<file path="src/rtl/complex_result_serializer_pkg.sv">
`default_nettype none
// +--------------------------------------------------------------------------+
// | complex_result_serializer_pkg: shared FSM encodings and res_data fields   |
// | Rev 1.0                                                                   |
// +--------------------------------------------------------------------------+
package complex_result_serializer_pkg;

  localparam int TAG_W  = 4;
  localparam int IM_LSB = 0;

  typedef enum logic [1:0] {
    ST_IDLE = 2'd0,
    ST_HDR  = 2'd1,
    ST_RE   = 2'd2,
    ST_IM   = 2'd3
  } crs_state_e;

  // Field offsets scale with the operand width, so they are exposed as functions.
  function automatic int tag_lsb(input int data_width);
    return 4 * data_width;
  endfunction

  function automatic int re_lsb(input int data_width);
    return 2 * data_width;
  endfunction

endpackage
`default_nettype wire

</file>
<file path="src/rtl/complex_result_serializer_if.sv">
`default_nettype none
// +--------------------------------------------------------------------------+
// | complex_result_serializer_if: result input stream and beat output stream  |
// | Rev 1.0                                                                   |
// +--------------------------------------------------------------------------+
interface complex_result_serializer_if
  import complex_result_serializer_pkg::*;
#(
  parameter int DATA_WIDTH = 8,
  parameter int FIFO_DEPTH = 4
) ();

  logic                            res_val;
  logic                            res_ready;
  logic [4*DATA_WIDTH+TAG_W-1:0]   res_data;
  logic                            out_val;
  logic                            out_ready;
  logic [2*DATA_WIDTH-1:0]         out_data;
  logic                            out_last;
  logic [TAG_W-1:0]                out_tag;
  logic [$clog2(FIFO_DEPTH):0]     fifo_level;

  modport master (
    output res_val, res_data, out_ready,
    input  res_ready, out_val, out_data, out_last, out_tag, fifo_level
  );

  modport slave (
    input  res_val, res_data, out_ready,
    output res_ready, out_val, out_data, out_last, out_tag, fifo_level
  );

endinterface
`default_nettype wire

</file>
<file path="src/rtl/complex_result_serializer_sync_fifo.sv">
`default_nettype none
// +--------------------------------------------------------------------------+
// | crs_sync_fifo: synchronous FIFO with level, look-ahead read, sync clear   |
// | Rev 1.0                                                                   |
// +--------------------------------------------------------------------------+
module crs_sync_fifo #(
  parameter int WIDTH = 36,
  parameter int DEPTH = 4
) (
  input  logic                     clk,
  input  logic                     rstn,
  input  logic                     clr,
  input  logic                     push,
  input  logic [WIDTH-1:0]         wr_data,
  input  logic                     pop,
  output logic [WIDTH-1:0]         rd_data,
  output logic [WIDTH-1:0]         rd_data_next,
  output logic                     full,
  output logic                     empty,
  output logic [$clog2(DEPTH):0]   level,
  output logic [$clog2(DEPTH):0]   level_nxt
);

  localparam int c_aw = $clog2(DEPTH);
  localparam int c_lw = c_aw + 1;

  logic [WIDTH-1:0] mem_q [DEPTH];
  logic [c_aw-1:0]  wr_ptr_q, wr_ptr_d;
  logic [c_aw-1:0]  rd_ptr_q, rd_ptr_d;
  logic [c_aw-1:0]  rd_ptr_nx;
  logic [c_lw-1:0]  level_q, level_d;
  logic             do_push, do_pop;

  assign full      = (level_q == c_lw'(DEPTH));
  assign empty     = (level_q == '0);
  assign do_push   = push && !full;
  assign do_pop    = pop && !empty;
  assign rd_ptr_nx = rd_ptr_q + 1'b1;

  always_comb begin
    wr_ptr_d = wr_ptr_q;
    rd_ptr_d = rd_ptr_q;
    level_d  = level_q;
    if (clr) begin
      wr_ptr_d = '0;
      rd_ptr_d = '0;
      level_d  = '0;
    end else begin
      if (do_push) wr_ptr_d = wr_ptr_q + 1'b1;
      if (do_pop)  rd_ptr_d = rd_ptr_nx;
      level_d = level_q + c_lw'(do_push) - c_lw'(do_pop);
    end
  end

  always_ff @(posedge clk or negedge rstn) begin
    if (!rstn) begin
      wr_ptr_q <= '0;
      rd_ptr_q <= '0;
      level_q  <= '0;
    end else begin
      wr_ptr_q <= wr_ptr_d;
      rd_ptr_q <= rd_ptr_d;
      level_q  <= level_d;
    end
  end

  // Storage carries no reset; validity is tracked purely by the pointers.
  always_ff @(posedge clk) begin
    if (do_push && !clr) mem_q[wr_ptr_q] <= wr_data;
  end

  assign rd_data      = mem_q[rd_ptr_q];
  assign rd_data_next = mem_q[rd_ptr_nx];
  assign level        = level_q;
  assign level_nxt    = level_d;

endmodule
`default_nettype wire

</file>
<file path="src/rtl/complex_result_serializer.sv">
`default_nettype none
// +--------------------------------------------------------------------------+
// | complex_result_serializer: buffers {tag,re,im} results, emits re/im beats |
// | Optional header beat per result with CRS_TAG_BEAT_EN.    Rev 1.0          |
// +--------------------------------------------------------------------------+
module complex_result_serializer
  import complex_result_serializer_pkg::*;
#(
  parameter int DATA_WIDTH = 8,
  parameter int FIFO_DEPTH = 4
) (
  input  logic                       clk,
  input  logic                       rstn,
  input  logic                       sw_rst,
  complex_result_serializer_if.slave bus
);

  localparam int c_part_w  = 2 * DATA_WIDTH;
  localparam int c_res_w   = 4 * DATA_WIDTH + TAG_W;
  localparam int c_lvl_w   = $clog2(FIFO_DEPTH) + 1;
  localparam int c_tag_lsb = tag_lsb(DATA_WIDTH);
  localparam int c_re_lsb  = re_lsb(DATA_WIDTH);

  logic [c_res_w-1:0]  head, head_next, src;
  logic [c_lvl_w-1:0]  level, level_nxt;
  logic                fifo_full, fifo_empty;
  logic                push, pop;

  crs_state_e          state_q, state_d, first_state;
  logic                out_val_q, out_val_d;
  logic [c_part_w-1:0] out_data_q, out_data_d, first_data;
  logic                out_last_q, out_last_d;
  logic [TAG_W-1:0]    out_tag_q, out_tag_d;
  logic                res_ready_q, res_ready_d;

  assign push = bus.res_val && res_ready_q && !fifo_full;

  crs_sync_fifo #(
    .WIDTH (c_res_w),
    .DEPTH (FIFO_DEPTH)
  ) u_fifo (
    .clk          (clk),
    .rstn         (rstn),
    .clr          (sw_rst),
    .push         (push),
    .wr_data      (bus.res_data),
    .pop          (pop),
    .rd_data      (head),
    .rd_data_next (head_next),
    .full         (fifo_full),
    .empty        (fifo_empty),
    .level        (level),
    .level_nxt    (level_nxt)
  );

  // When the final beat of the head is accepted, the next result is already
  // one slot ahead, so it is loaded in the same cycle for gapless output.
  always_comb begin
    src = (state_q == ST_IM) ? head_next : head;
`ifdef CRS_TAG_BEAT_EN
    first_state = ST_HDR;
    first_data  = {{(c_part_w-TAG_W){1'b0}}, src[c_tag_lsb +: TAG_W]};
`else
    first_state = ST_RE;
    first_data  = src[c_re_lsb +: c_part_w];
`endif
  end

  always_comb begin
    state_d     = state_q;
    out_val_d   = out_val_q;
    out_data_d  = out_data_q;
    out_last_d  = out_last_q;
    out_tag_d   = out_tag_q;
    pop         = 1'b0;
    res_ready_d = (level_nxt != c_lvl_w'(FIFO_DEPTH));
    if (sw_rst) begin
      state_d    = ST_IDLE;
      out_val_d  = 1'b0;
      out_data_d = '0;
      out_last_d = 1'b0;
      out_tag_d  = '0;
    end else begin
      case (state_q)
        ST_IDLE: begin
          if (!fifo_empty) begin
            state_d    = first_state;
            out_val_d  = 1'b1;
            out_data_d = first_data;
            out_last_d = 1'b0;
            out_tag_d  = src[c_tag_lsb +: TAG_W];
          end
        end
        ST_HDR: begin
          if (bus.out_ready) begin
            state_d    = ST_RE;
            out_data_d = src[c_re_lsb +: c_part_w];
            out_last_d = 1'b0;
          end
        end
        ST_RE: begin
          if (bus.out_ready) begin
            state_d    = ST_IM;
            out_data_d = src[IM_LSB +: c_part_w];
            out_last_d = 1'b1;
          end
        end
        ST_IM: begin
          if (bus.out_ready) begin
            pop = 1'b1;
            if (level > c_lvl_w'(1)) begin
              state_d    = first_state;
              out_data_d = first_data;
              out_last_d = 1'b0;
              out_tag_d  = src[c_tag_lsb +: TAG_W];
            end else begin
              state_d    = ST_IDLE;
              out_val_d  = 1'b0;
              out_data_d = '0;
              out_last_d = 1'b0;
              out_tag_d  = '0;
            end
          end
        end
        default: state_d = ST_IDLE;
      endcase
    end
  end

  always_ff @(posedge clk or negedge rstn) begin
    if (!rstn) begin
      state_q     <= ST_IDLE;
      out_val_q   <= 1'b0;
      out_data_q  <= '0;
      out_last_q  <= 1'b0;
      out_tag_q   <= '0;
      res_ready_q <= 1'b1;
    end else begin
      state_q     <= state_d;
      out_val_q   <= out_val_d;
      out_data_q  <= out_data_d;
      out_last_q  <= out_last_d;
      out_tag_q   <= out_tag_d;
      res_ready_q <= res_ready_d;
    end
  end

  assign bus.res_ready  = res_ready_q;
  assign bus.out_val    = out_val_q;
  assign bus.out_data   = out_data_q;
  assign bus.out_last   = out_last_q;
  assign bus.out_tag    = out_tag_q;
  assign bus.fifo_level = level;

endmodule
`default_nettype wire

</file>
<file path="src/flat_wrapper.sv">
// flat-port wrapper written by rule: the top's interface ports become plain ports
module complex_result_serializer_flat import complex_result_serializer_pkg::*;
#(
  parameter int DATA_WIDTH = 8,
  parameter int FIFO_DEPTH = 4
)
  (clk, rstn, sw_rst, bus_res_val, bus_res_data, bus_out_ready, bus_res_ready, bus_out_val, bus_out_data, bus_out_last, bus_out_tag, bus_fifo_level);
  complex_result_serializer_if #(.DATA_WIDTH(DATA_WIDTH), .FIFO_DEPTH(FIFO_DEPTH)) bus_i ();
  input  logic clk;
  input  logic rstn;
  input  logic sw_rst;
  input wire logic [$bits(bus_i.res_val)-1:0] bus_res_val;
  input wire logic [$bits(bus_i.res_data)-1:0] bus_res_data;
  input wire logic [$bits(bus_i.out_ready)-1:0] bus_out_ready;
  output wire logic [$bits(bus_i.res_ready)-1:0] bus_res_ready;
  output wire logic [$bits(bus_i.out_val)-1:0] bus_out_val;
  output wire logic [$bits(bus_i.out_data)-1:0] bus_out_data;
  output wire logic [$bits(bus_i.out_last)-1:0] bus_out_last;
  output wire logic [$bits(bus_i.out_tag)-1:0] bus_out_tag;
  output wire logic [$bits(bus_i.fifo_level)-1:0] bus_fifo_level;
  assign bus_i.res_val = bus_res_val;
  assign bus_i.res_data = bus_res_data;
  assign bus_i.out_ready = bus_out_ready;
  assign bus_res_ready = bus_i.res_ready;
  assign bus_out_val = bus_i.out_val;
  assign bus_out_data = bus_i.out_data;
  assign bus_out_last = bus_i.out_last;
  assign bus_out_tag = bus_i.out_tag;
  assign bus_fifo_level = bus_i.fifo_level;
  complex_result_serializer #(.DATA_WIDTH(DATA_WIDTH), .FIFO_DEPTH(FIFO_DEPTH)) u_core (.clk(clk), .rstn(rstn), .sw_rst(sw_rst), .bus(bus_i));
endmodule
</file>
<file path="config.mk">
export PLATFORM = sky130hd
export DESIGN_NAME = complex_result_serializer_flat
export DESIGN_NICKNAME = d
export VERILOG_FILES = /design/src/rtl/complex_result_serializer_pkg.sv /design/src/rtl/complex_result_serializer_if.sv /design/src/rtl/complex_result_serializer_sync_fifo.sv /design/src/rtl/complex_result_serializer.sv /design/src/flat_wrapper.sv
export SDC_FILE = /design/constraint.sdc
export NUM_CORES = 1
export LEC_CHECK = 0
export CORE_ASPECT_RATIO = 0.6
export CORE_MARGIN = 2
export CORE_UTILIZATION = 54
export CTS_BUF_LIST = sky130_fd_sc_hd__clkbuf_4 sky130_fd_sc_hd__clkbuf_8
export CTS_CLUSTER_DIAMETER = 60
export CTS_CLUSTER_SIZE = 8
export DETAILED_ROUTE_END_ITERATION = 16
export GPL_TIMING_DRIVEN = 0
export PLACE_DENSITY = 0.87
export SKIP_LAST_GASP = 1
export SYNTH_ARGS = -nofsm -noshare
export SYNTH_HDL_FRONTEND = slang
export SYNTH_SLANG_ARGS = --single-unit
</file>
<file path="constraint.sdc">
create_clock -name clk -period 2.4 [get_ports clk]
set_clock_uncertainty 0.15 [all_clocks]
set_input_delay 0.6 -clock clk [delete_from_list [all_inputs] [get_ports clk]]
set_output_delay 0.6 -clock clk [all_outputs]
set_load 0.02 [all_outputs]
</file>
## Yosys cells after proc, flatten, opt, wreduce, memory -nomap -nowiden

Memories as Yosys holds them, arrays and structs flattened.
Cells that the tools add are included.

- Logic and storage cells: 84
- Input bits: 41
- Memories kept: 1
- Memory bits (writable): 144
- Output and inout bits: 26
- Register bits after elaboration: 32

- Multiplexer cells: 40
- Reduce and logical (&&, ||, !) cells: 18
- $lt $le $gt $ge: 1
- Add/subtract/negate cells: 4
- Eq/ne operators: 11

Memories:

| memory | words | bits a word | read ports | clocked after memory_dff | write ports | RTL line | text |
|---|---|---|---|---|---|---|---|
| u_core.u_fifo.mem_q | 4 | 36 | 2 | 0 | 1 | complex_result_serializer_sync_fifo.sv:27 | `logic [WIDTH-1:0] mem_q [DEPTH];` |

Operator list:

| cell | number |
|---|---|
| $mux W16 | 6 |
| $pmux W16 S4 | 1 |
| $mux W36 | 1 |
| $mux W2 | 10 |
| $ne A3 B3 Y1 const B | 6 |
| $mux W4 | 4 |
| $mux W1 | 13 |
| $pmux W2 S4 | 1 |
| $pmux W4 S2 | 1 |
| $reduce_and A4 Y1 | 2 |
| $reduce_and A3 Y1 | 2 |
| $logic_and A1 B1 Y1 | 5 |
| $add A2 B1 Y2 const B | 2 |
| $eq A2 B2 Y1 const B | 2 |
| $reduce_bool A2 Y1 | 2 |
| $add A3 B1 Y3 | 1 |
| $eq A3 B3 Y1 const B | 1 |
| $gt A3 B1 Y1 const B | 1 |
| $logic_not A1 Y1 | 3 |
| $logic_not A3 Y1 | 1 |
| $mux W3 | 1 |
| $ne A3 B1 Y1 const B | 1 |
| $pmux W1 S3 | 1 |
| $reduce_bool A3 Y1 | 1 |
| 5 further kinds | 5 |

## Logic depth before layout (Yosys ltp)

Gate-level depths: netlist of run 1.

- Depth after elaboration: 8
- Depth in mapped cells: 13
- Mapped depth without buffers: 11

## Hierarchy

From an unflattened synthesis of run 1, not the netlist that was laid out.

- Cells, all modules: 438
- Area, all modules: 8,154.1 um2

Modules (own cells, without submodules):

| module | times used | area each (um2) | cells each |
|---|---|---|---|
| crs_sync_fifo | 1 | 6,537.5 | 280 |
| complex_result_serializer | 1 | 1,616.6 | 158 |

## Least setup slack after synthesis of run 1

OpenSTA, ideal clock, no wires.

- Kind: input port to flip-flop
- From: input sw_rst
- To: register u_core.res_ready_q, in the netlist u_core.bus.res_ready
- Setup time: 0.080 ns
- Slack: -0.218 ns
- Stages on the path: 11
- Buffers on the path: 2
- Arrival time: 2.388 ns
- Cell sequence: clkbuf_1 -> buf_1 -> nor2_1 -> ha_1 -> inv_1 -> ha_1 -> inv_1 -> fa_1 -> xnor2_1 -> nor2_1 -> nand2_1

- Word-level cells in the longest chain between the ends: 5

RTL lines:

| item | RTL line | text |
|---|---|---|
| start: declaration | flat_wrapper.sv:11 | `input logic sw_rst;` |
| $mux W1 | complex_result_serializer.sv:77 | `if (sw_rst) begin` |
| $logic_and A1 B1 Y1 | complex_result_serializer_sync_fifo.sv:37 | `assign do_pop = pop && !empty;` |
| $sub A3 B1 Y3 | complex_result_serializer_sync_fifo.sv:51 | `level_d = level_q + c_lw'(do_push) - c_lw'(do_pop);` |
| $mux W3 (*) | complex_result_serializer_sync_fifo.sv:44 | `if (clr) begin` |
| net u_core.level_nxt[2] | complex_result_serializer.sv:25 | `logic [c_lvl_w-1:0] level, level_nxt;` |
| $ne A3 B3 Y1 (*) | complex_result_serializer.sv:76 | `res_ready_d = (level_nxt != c_lvl_w'(FIFO_DEPTH));` |
| net u_core.res_ready_d | complex_result_serializer.sv:34 | `logic res_ready_q, res_ready_d;` |
| end signal: assignment | complex_result_serializer.sv:144 | `res_ready_q <= res_ready_d;` |
| end: declaration | complex_result_serializer.sv:34 |  |

Mark *: on every way through the listed nets, which the timed path passes. The rest lies on a longest branch.
A chain may end at the register's enable or synchronous reset.

## Final worst setup path of run 1

- From: register u_core.u_fifo.level_q[1], in the netlist u_core.u_fifo.level[1]
- To: register u_core.res_ready_q, in the netlist u_core.bus.res_ready

- Word-level cells in the longest chain between the ends: 8

RTL lines:

| item | RTL line | text |
|---|---|---|
| start: declaration | complex_result_serializer_sync_fifo.sv:31 | `logic [c_lw-1:0] level_q, level_d;` |
| start signal: assignment | complex_result_serializer_sync_fifo.sv:63 | `level_q <= level_d;` |
| $eq A3 B3 Y1 | complex_result_serializer_sync_fifo.sv:34 | `assign full = (level_q == c_lw'(DEPTH));` |
| $logic_not A1 Y1 | complex_result_serializer_sync_fifo.sv:36, complex_result_serializer.sv:36 |  |
| $logic_and A1 B1 Y1 | complex_result_serializer.sv:36 | `assign push = bus.res_val && res_ready_q && !fifo_full;` |
| $logic_and A1 B1 Y1 | complex_result_serializer_sync_fifo.sv:36 | `assign do_push = push && !full;` |
| $add A3 B1 Y3 | complex_result_serializer_sync_fifo.sv:51 |  |
| $sub A3 B1 Y3 (*) | complex_result_serializer_sync_fifo.sv:51 |  |
| $mux W3 (*) | complex_result_serializer_sync_fifo.sv:44 |  |
| net u_core.level_nxt[1] | complex_result_serializer.sv:25 |  |
| $ne A3 B3 Y1 (*) | complex_result_serializer.sv:76 |  |
| net u_core.res_ready_d | complex_result_serializer.sv:34 |  |

Marked as above.

==> results of run 1 <==
[power groups by stage]
stage	combinational [mW]	clock [mW]	sequential, mW
floorplan	1.14	0	4.12
global placement	2.08	0	3.99
detailed placement	2.22	0	4.00
CTS	2.36	1.99	3.93
global route	2.59	2.11	3.97
finish	2.43	1.96	3.94
[metrics by stage]
stage,setup slack (ns),std cells,util [%],hold slack [ns]
after global placement,-1.17,700,62.3,0.342
after global routing,-0.138,743,66.8,0.105
after floorplan,-0.107,444,-,0.154
after CTS,-0.0559,742,66.4,0.0794
final,-0.0319,743,66.8,0.0885
after detailed placement,-0.504,704,63.0,0.351
[cell type report]
type	instances	area share [%]
well taps	192	2.62
clock inverters	13	1.38
plain buffers	28	2.56
clock buffers	18	2.70
flip-flops and latches	176	55.8
multi-input cells	228	25.8
repair buffers	77	8.70
inverters	11	0.450
[repair_timing]
item / in CTS / in global routing
pin swaps: 4 / 6
resized for setup: 14 / 10
buffers inserted: 8 / 1
setup endpoints to repair: 6 / 9
[cell families (layout without fill, tap and decap cells)]
logic type      after synthesis  count (layout)  share of synthesized area, %
compound gates               77              77                          7.83
xor+xnor                      4               4                         0.457
fa+ha+maj                     9               9                          1.57
buf+inv                      40             147                          3.46
flops                       176             176                          66.8
mux                          89              89                          16.8
simple gates                 49              49                          3.05
[synth_stat cells (7+ instances only)]
library cell,count
mux2i_1,50
nor2b_1,8
a31oi_1,9
dfrtp_1,31
ha_1,8
a21oi_1,7
clkbuf_1,8
mux2_2,8
buf_6,9
nor2_1,22
a21o_1,7
a22o_1,12
mux4_2,31
inv_1,11
edfxtp_1,144
a221oi_1,10
[final timing paths]
check                                       start                 endpoint  slack, ns  cells past startpoint
hold / removal                               rstn  u_core.bus.out_data[11]       0.09                      1
max in group asynchronous                    rstn   u_core.u_fifo.level[1]       1.42                      1
setup reg to reg           u_core.u_fifo.level[1]     u_core.bus.res_ready      -0.03                     11
hold reg to reg            u_core.bus.out_data[7]   u_core.bus.out_data[7]       0.37                      1
min in group clk                           sw_rst   u_core.u_fifo.level[1]       0.31                      2
setup / recovery           u_core.u_fifo.level[1]     u_core.bus.res_ready      -0.03                     11
[state kept, by name (all words and copies together) (netlist names), 2 cells and up]
| register | count |
|---|---|
| u_core.u_fifo.mem_q | 144 |
| u_core.bus.out_data | 16 |
| u_core.u_fifo.level | 3 |
| u_core.bus.out_tag | 4 |
| u_core.u_fifo.rd_ptr_q | 2 |
| u_core.u_fifo.wr_ptr_q | 2 |
| u_core.state_q | 2 |
[metal layers]
metal	vias up	track usage [%]	part of all wire, %
met1	2314	33.9	41
met2	260	38.7	47
met5	-	0	0
met4	0	6.89	1.2
li1	1972	-	-
met3	30	7.61	10
[critical path, stage by stage (launching register included)]
cell and delay [ns]:
dfrtp_2 0.42, or3_4 0.42, nand3_4 0.11, nor2_4 0.04, ha_4 0.21, inv_2 0.06, ha_4 0.11, inv_2 0.04
fa_2 0.57, nor2_2 0.05, nor2_1 0.10, nand2_1 0.07
==> flow_summary.json, run 1 <==
{
  "outcome": "finished with violations",
  "violations": "negative setup slack",
  "finalCritPeriodShare_pct": 101,
  "grt_pass1_wl_um": 26700,
  "mostFrequentLayoutCell": "edfxtp_1",
  "cts_tree": "yes",
  "multiInputGateArea_mm2": 0.00237,
  "power_frac_clock_pct": 23.5,
  "hold_viol": 0,
  "numCtsBuffers": 17,
  "timing.final.crit_period_ns": 2.43,
  "yosys.area.top_type_share_pct": 56.4,
  "ys_seq_area_share_pct": 66.8,
  "post-dp-hpwl_um": 11600,
  "grt_pass1_vias": 4795,
  "postSynthCellCount": 444,
  "root_buffer": "clkbuf_8",
  "tns_ns": -0.143,
  "die_width_um": 158,
  "design.core.area_mm2": 0.0137,
  "slew_violations": 0,
  "cap_violations": 0,
  "setup_viol": 30,
  "arrival_ns": 2.66,
  "nets": 589,
  "max_slew_margin_pct": 43.2,
  "synth.area.top_cells": "edfxtp_1 56%, dfrtp_1 10%, mux4_2 9.1%",
  "clockBufferDepth": 2,
  "synthArstFlopShare_pct": 18.2,
  "antenna_found_initial": 0,
  "max_freq_ghz": 0.411,
  "track_usage_pct": 24.7,
  "io_buffers": 64,
  "dr_total_vias": 4576,
  "start_util_pct": 55.8,
  "pwr-share-comb_pct": 29.2,
  "syn_area_per_cell_um2": 17.3,
  "regArea_mm2": 0.00513,
  "clk_latency_ns": 0.46,
  "dpl_cell_area_mm2": 0.00866,
  "die_h_um": 96.3,
  "critPathCaptureType": "flip-flop",
  "syn_nets": 494,
  "drc_errors": 0,
  "cts_hold_buf": 0,
  "dieArea_mm2": 0.0152,
  "seqPwrFrac_pct": 47.3,
  "synth_edf_count": 144,
  "fin_area_mm2": 0.00919,
  "n_fill_cell": 920,
  "wire_per_inst_um": 23.5,
  "powerDensity_mw_per_mm2": 906,
  "synth_warnings": 0,
  "numClockSinks": 176,
  "overflow": 0,
  "synth_area_mm2": 0.00767,
  "drive_gt1_share_pct": 23.0,
  "placementRows": 33,
  "io-pin-count": 67,
  "postRouteAntennaNets": 0,
  "via_per_inst": 6.16,
  "synth_area_leader_cell": "edfxtp_1",
  "vdd_ir_drop_max_uv": 463,
  "worst_slew_pin_slew_ns": 0.852,
  "finalWorstSetupSlack_ns": -0.0319,
  "swShare_pct": 32.6,
  "synth_seq_cells": 176,
  "crit_required_ns": 2.63,
  "p_int_mw": 5.61,
  "syn_to_final_growth_pct": 19.8,
  "ys_types": 42,
  "leakage_nw": 3.01,
  "power_mw": 8.32,
  "cts.htree.levels": 4,
  "cts.clk_slew.worst_paths_ns": 0.09,
  "grt_start_max_net_pins": 33,
  "num_antenna_cells": 0,
  "critPathLaunchType": "flip-flop",
  "rsz0062_at_grt": "yes",
  "dr.pass1.iters": 5,
  "drt_iter0_drc": 405,
  "cp_max_fo": 3,
  "setup.worst_path.class": "flip-flop to flip-flop",
  "power_switching_mw": 2.71,
  "hold_class": "input port to async pin",
  "layout_common_cells": "144 x edfxtp_1, 61 x clkdlybuf4s50_1, 50 x mux2i_1",
  "wirelength_um": 17500,
  "gp_congestion": 0.810,
  "synth_top_flop_cell": "edfxtp_1"
}
Note: power is estimated with default switching activity, not from simulation.
==> run 2, diff against run 1 <==
--- a/config.mk
+++ b/config.mk
@@ -12,7 +12,6 @@
 export CTS_CLUSTER_DIAMETER = 60
 export CTS_CLUSTER_SIZE = 8
 export DETAILED_ROUTE_END_ITERATION = 16
-export GPL_TIMING_DRIVEN = 0
 export PLACE_DENSITY = 0.87
 export SKIP_LAST_GASP = 1
 export SYNTH_ARGS = -nofsm -noshare
==> flow_summary.json, run 2 (synthesis results as in run 1) <==
{
  "io-pin-count": 67,
  "outcome": "finished with violations",
  "die_width_um": 158,
  "syn_to_final_growth_pct": 19.6,
  "dieArea_mm2": 0.0152,
  "num_antenna_cells": 0,
  "finalCritPeriodShare_pct": 100,
  "drt_iter0_drc": 358,
  "powerDensity_mw_per_mm2": 910,
  "root_buffer": "clkbuf_8",
  "rsz0062_at_grt": "yes",
  "multiInputGateArea_mm2": 0.00231,
  "worst_slew_pin_slew_ns": 0.711,
  "setup_viol": 1,
  "antenna_found_initial": 0,
  "gp_congestion": 0.787,
  "start_util_pct": 55.8,
  "timing.final.crit_period_ns": 2.41,
  "clockBufferDepth": 2,
  "cts_hold_buf": 0,
  "post-dp-hpwl_um": 10400,
  "mostFrequentLayoutCell": "edfxtp_1",
  "nets": 587,
  "wirelength_um": 15800,
  "drc_errors": 0,
  "die_h_um": 96.3,
  "dr.pass1.iters": 5,
  "max_slew_margin_pct": 52.6,
  "critPathCaptureType": "flip-flop",
  "fin_area_mm2": 0.00917,
  "numCtsBuffers": 17,
  "grt_start_max_net_pins": 31,
  "grt_pass1_wl_um": 24400,
  "io_buffers": 66,
  "cp_max_fo": 2,
  "max_freq_ghz": 0.415,
  "drive_gt1_share_pct": 21.8,
  "largest_register": "u_core.u_fifo.mem_q",
  "grt_pass1_vias": 4436,
  "dr_total_vias": 4412,
  "cts_tree": "yes",
  "pre_cts_slack_ns": -0.374,
  "critPathLaunchType": "flip-flop",
  "wire_per_inst_um": 21.3,
  "overflow": 0,
  "arrival_ns": 2.66,
  "finalWorstSetupSlack_ns": -0.0104,
  "regArea_mm2": 0.00513,
  "hold_class": "input port to async pin",
  "track_usage_pct": 22.2,
  "postRouteAntennaNets": 0,
  "setup.worst_path.class": "flip-flop to flip-flop",
  "hold_viol": 0,
  "dpl_cell_area_mm2": 0.00875,
  "slew_violations": 0,
  "cts.htree.levels": 4,
  "vdd_ir_drop_max_uv": 601,
  "clk_latency_ns": 0.47,
  "design.core.area_mm2": 0.0137,
  "ff2ff_path_depth": 11,
  "cts.clk_slew.worst_paths_ns": 0.10,
  "via_per_inst": 5.95,
  "crit_required_ns": 2.65,
  "postCtsSetupBuffers": 0,
  "layout_common_cells": "144 x edfxtp_1, 64 x clkdlybuf4s50_1, 50 x mux2i_1",
  "largest_register_ffs": 144,
  "n_fill_cell": 887,
  "leakage_nw": 3.03,
  "cap_violations": 0,
  "numClockSinks": 176,
  "violations": "negative setup slack",
  "placementRows": 33
}
[run 2: changes by cell type in the layout (fill, tap and decap cells not counted), moves of 5 or more]
cell    delta
buf_4     +17
buf_6      -9
buf_2      -6
and2_1     +5
buf_12     +5
[run 2: layout make-up]
cell class | instances | area share (%)
Multi-Input combinational cell | 228 | 25.1
Clock buffer | 17 | 2.55
Sequential cell | 176 | 56.0
Timing Repair Buffer | 103 | 11.4
Inverter | 11 | 0.450
Tap cell | 192 | 2.62
Clock inverter | 15 | 1.81
[run 2: timing repair]
| item | 4_1_cts | 5_1_grt |
|---|---|---|
| pin swaps | 1 | 0 |
| gates resized for setup | 1 | 4 |
| cloned | 0 | 0 |
| endpoints found under the setup margin | 1 | 3 |
[run 2: path summary, 6_finish.rpt]
| check | slack (ns) | endpoint | from |
|---|---|---|---|
| worst max-delay path | -0.01 | u_core.bus.res_ready | u_core.u_fifo.level[1] |
| worst min-delay path | 0.01 | u_core.bus.out_data[11] | rstn |
| worst max register to register | -0.01 | u_core.bus.res_ready | u_core.u_fifo.level[1] |
| worst min register to register | 0.36 | u_core.bus.out_data[9] | u_core.bus.out_data[9] |
| max in group asynchronous | 1.54 | u_core.bus.out_tag[2] | rstn |
| min in group clk | 0.36 | u_core.bus.out_data[9] | u_core.bus.out_data[9] |
[run 2: critical path: stages, from the launching register on]
cell and delay [ns]:
dfrtp_2 0.41, or3_4 0.42, nand3_4 0.10, nor2_1 0.04, ha_1 0.27, inv_1 0.06, ha_1 0.14, inv_2 0.04
fa_2 0.52, nor2_1 0.05, nor2_1 0.08, nand2_1 0.06
[run 2: power breakdown]
group          switching [mW]  internal (mW)
clock network            1.19          0.879
logic                    1.32           1.05
registers               0.187           3.72
total                    2.69           5.65
[run 2: layer usage]
layer | track usage, % | share of wire [%] | vias to the layer above
met1 | 32.0 | 44 | 2241
met4 | 7.58 | 1.4 | 0
met5 | 0 | 0 | -
li1 | - | - | 1966
met3 | 5.27 | 7.8 | 20
met2 | 33.8 | 47 | 185
[run 2: stage by stage]
stage          util, %  power, mW  hold slack (ns)  setup TNS, ns  instances
3_3_place_gp      63.7       6.22            0.339          -6.07        710
6_report          66.7       8.35           0.0126        -0.0104        742
5_1_grt           66.7       8.74           0.0344         -0.146        742
2_1_floorplan        -       5.26            0.154         -0.159        444
4_1_cts           66.6       8.38           0.0117       -0.00170        742
3_5_place_dp      63.7       6.31            0.343         -11.88        710
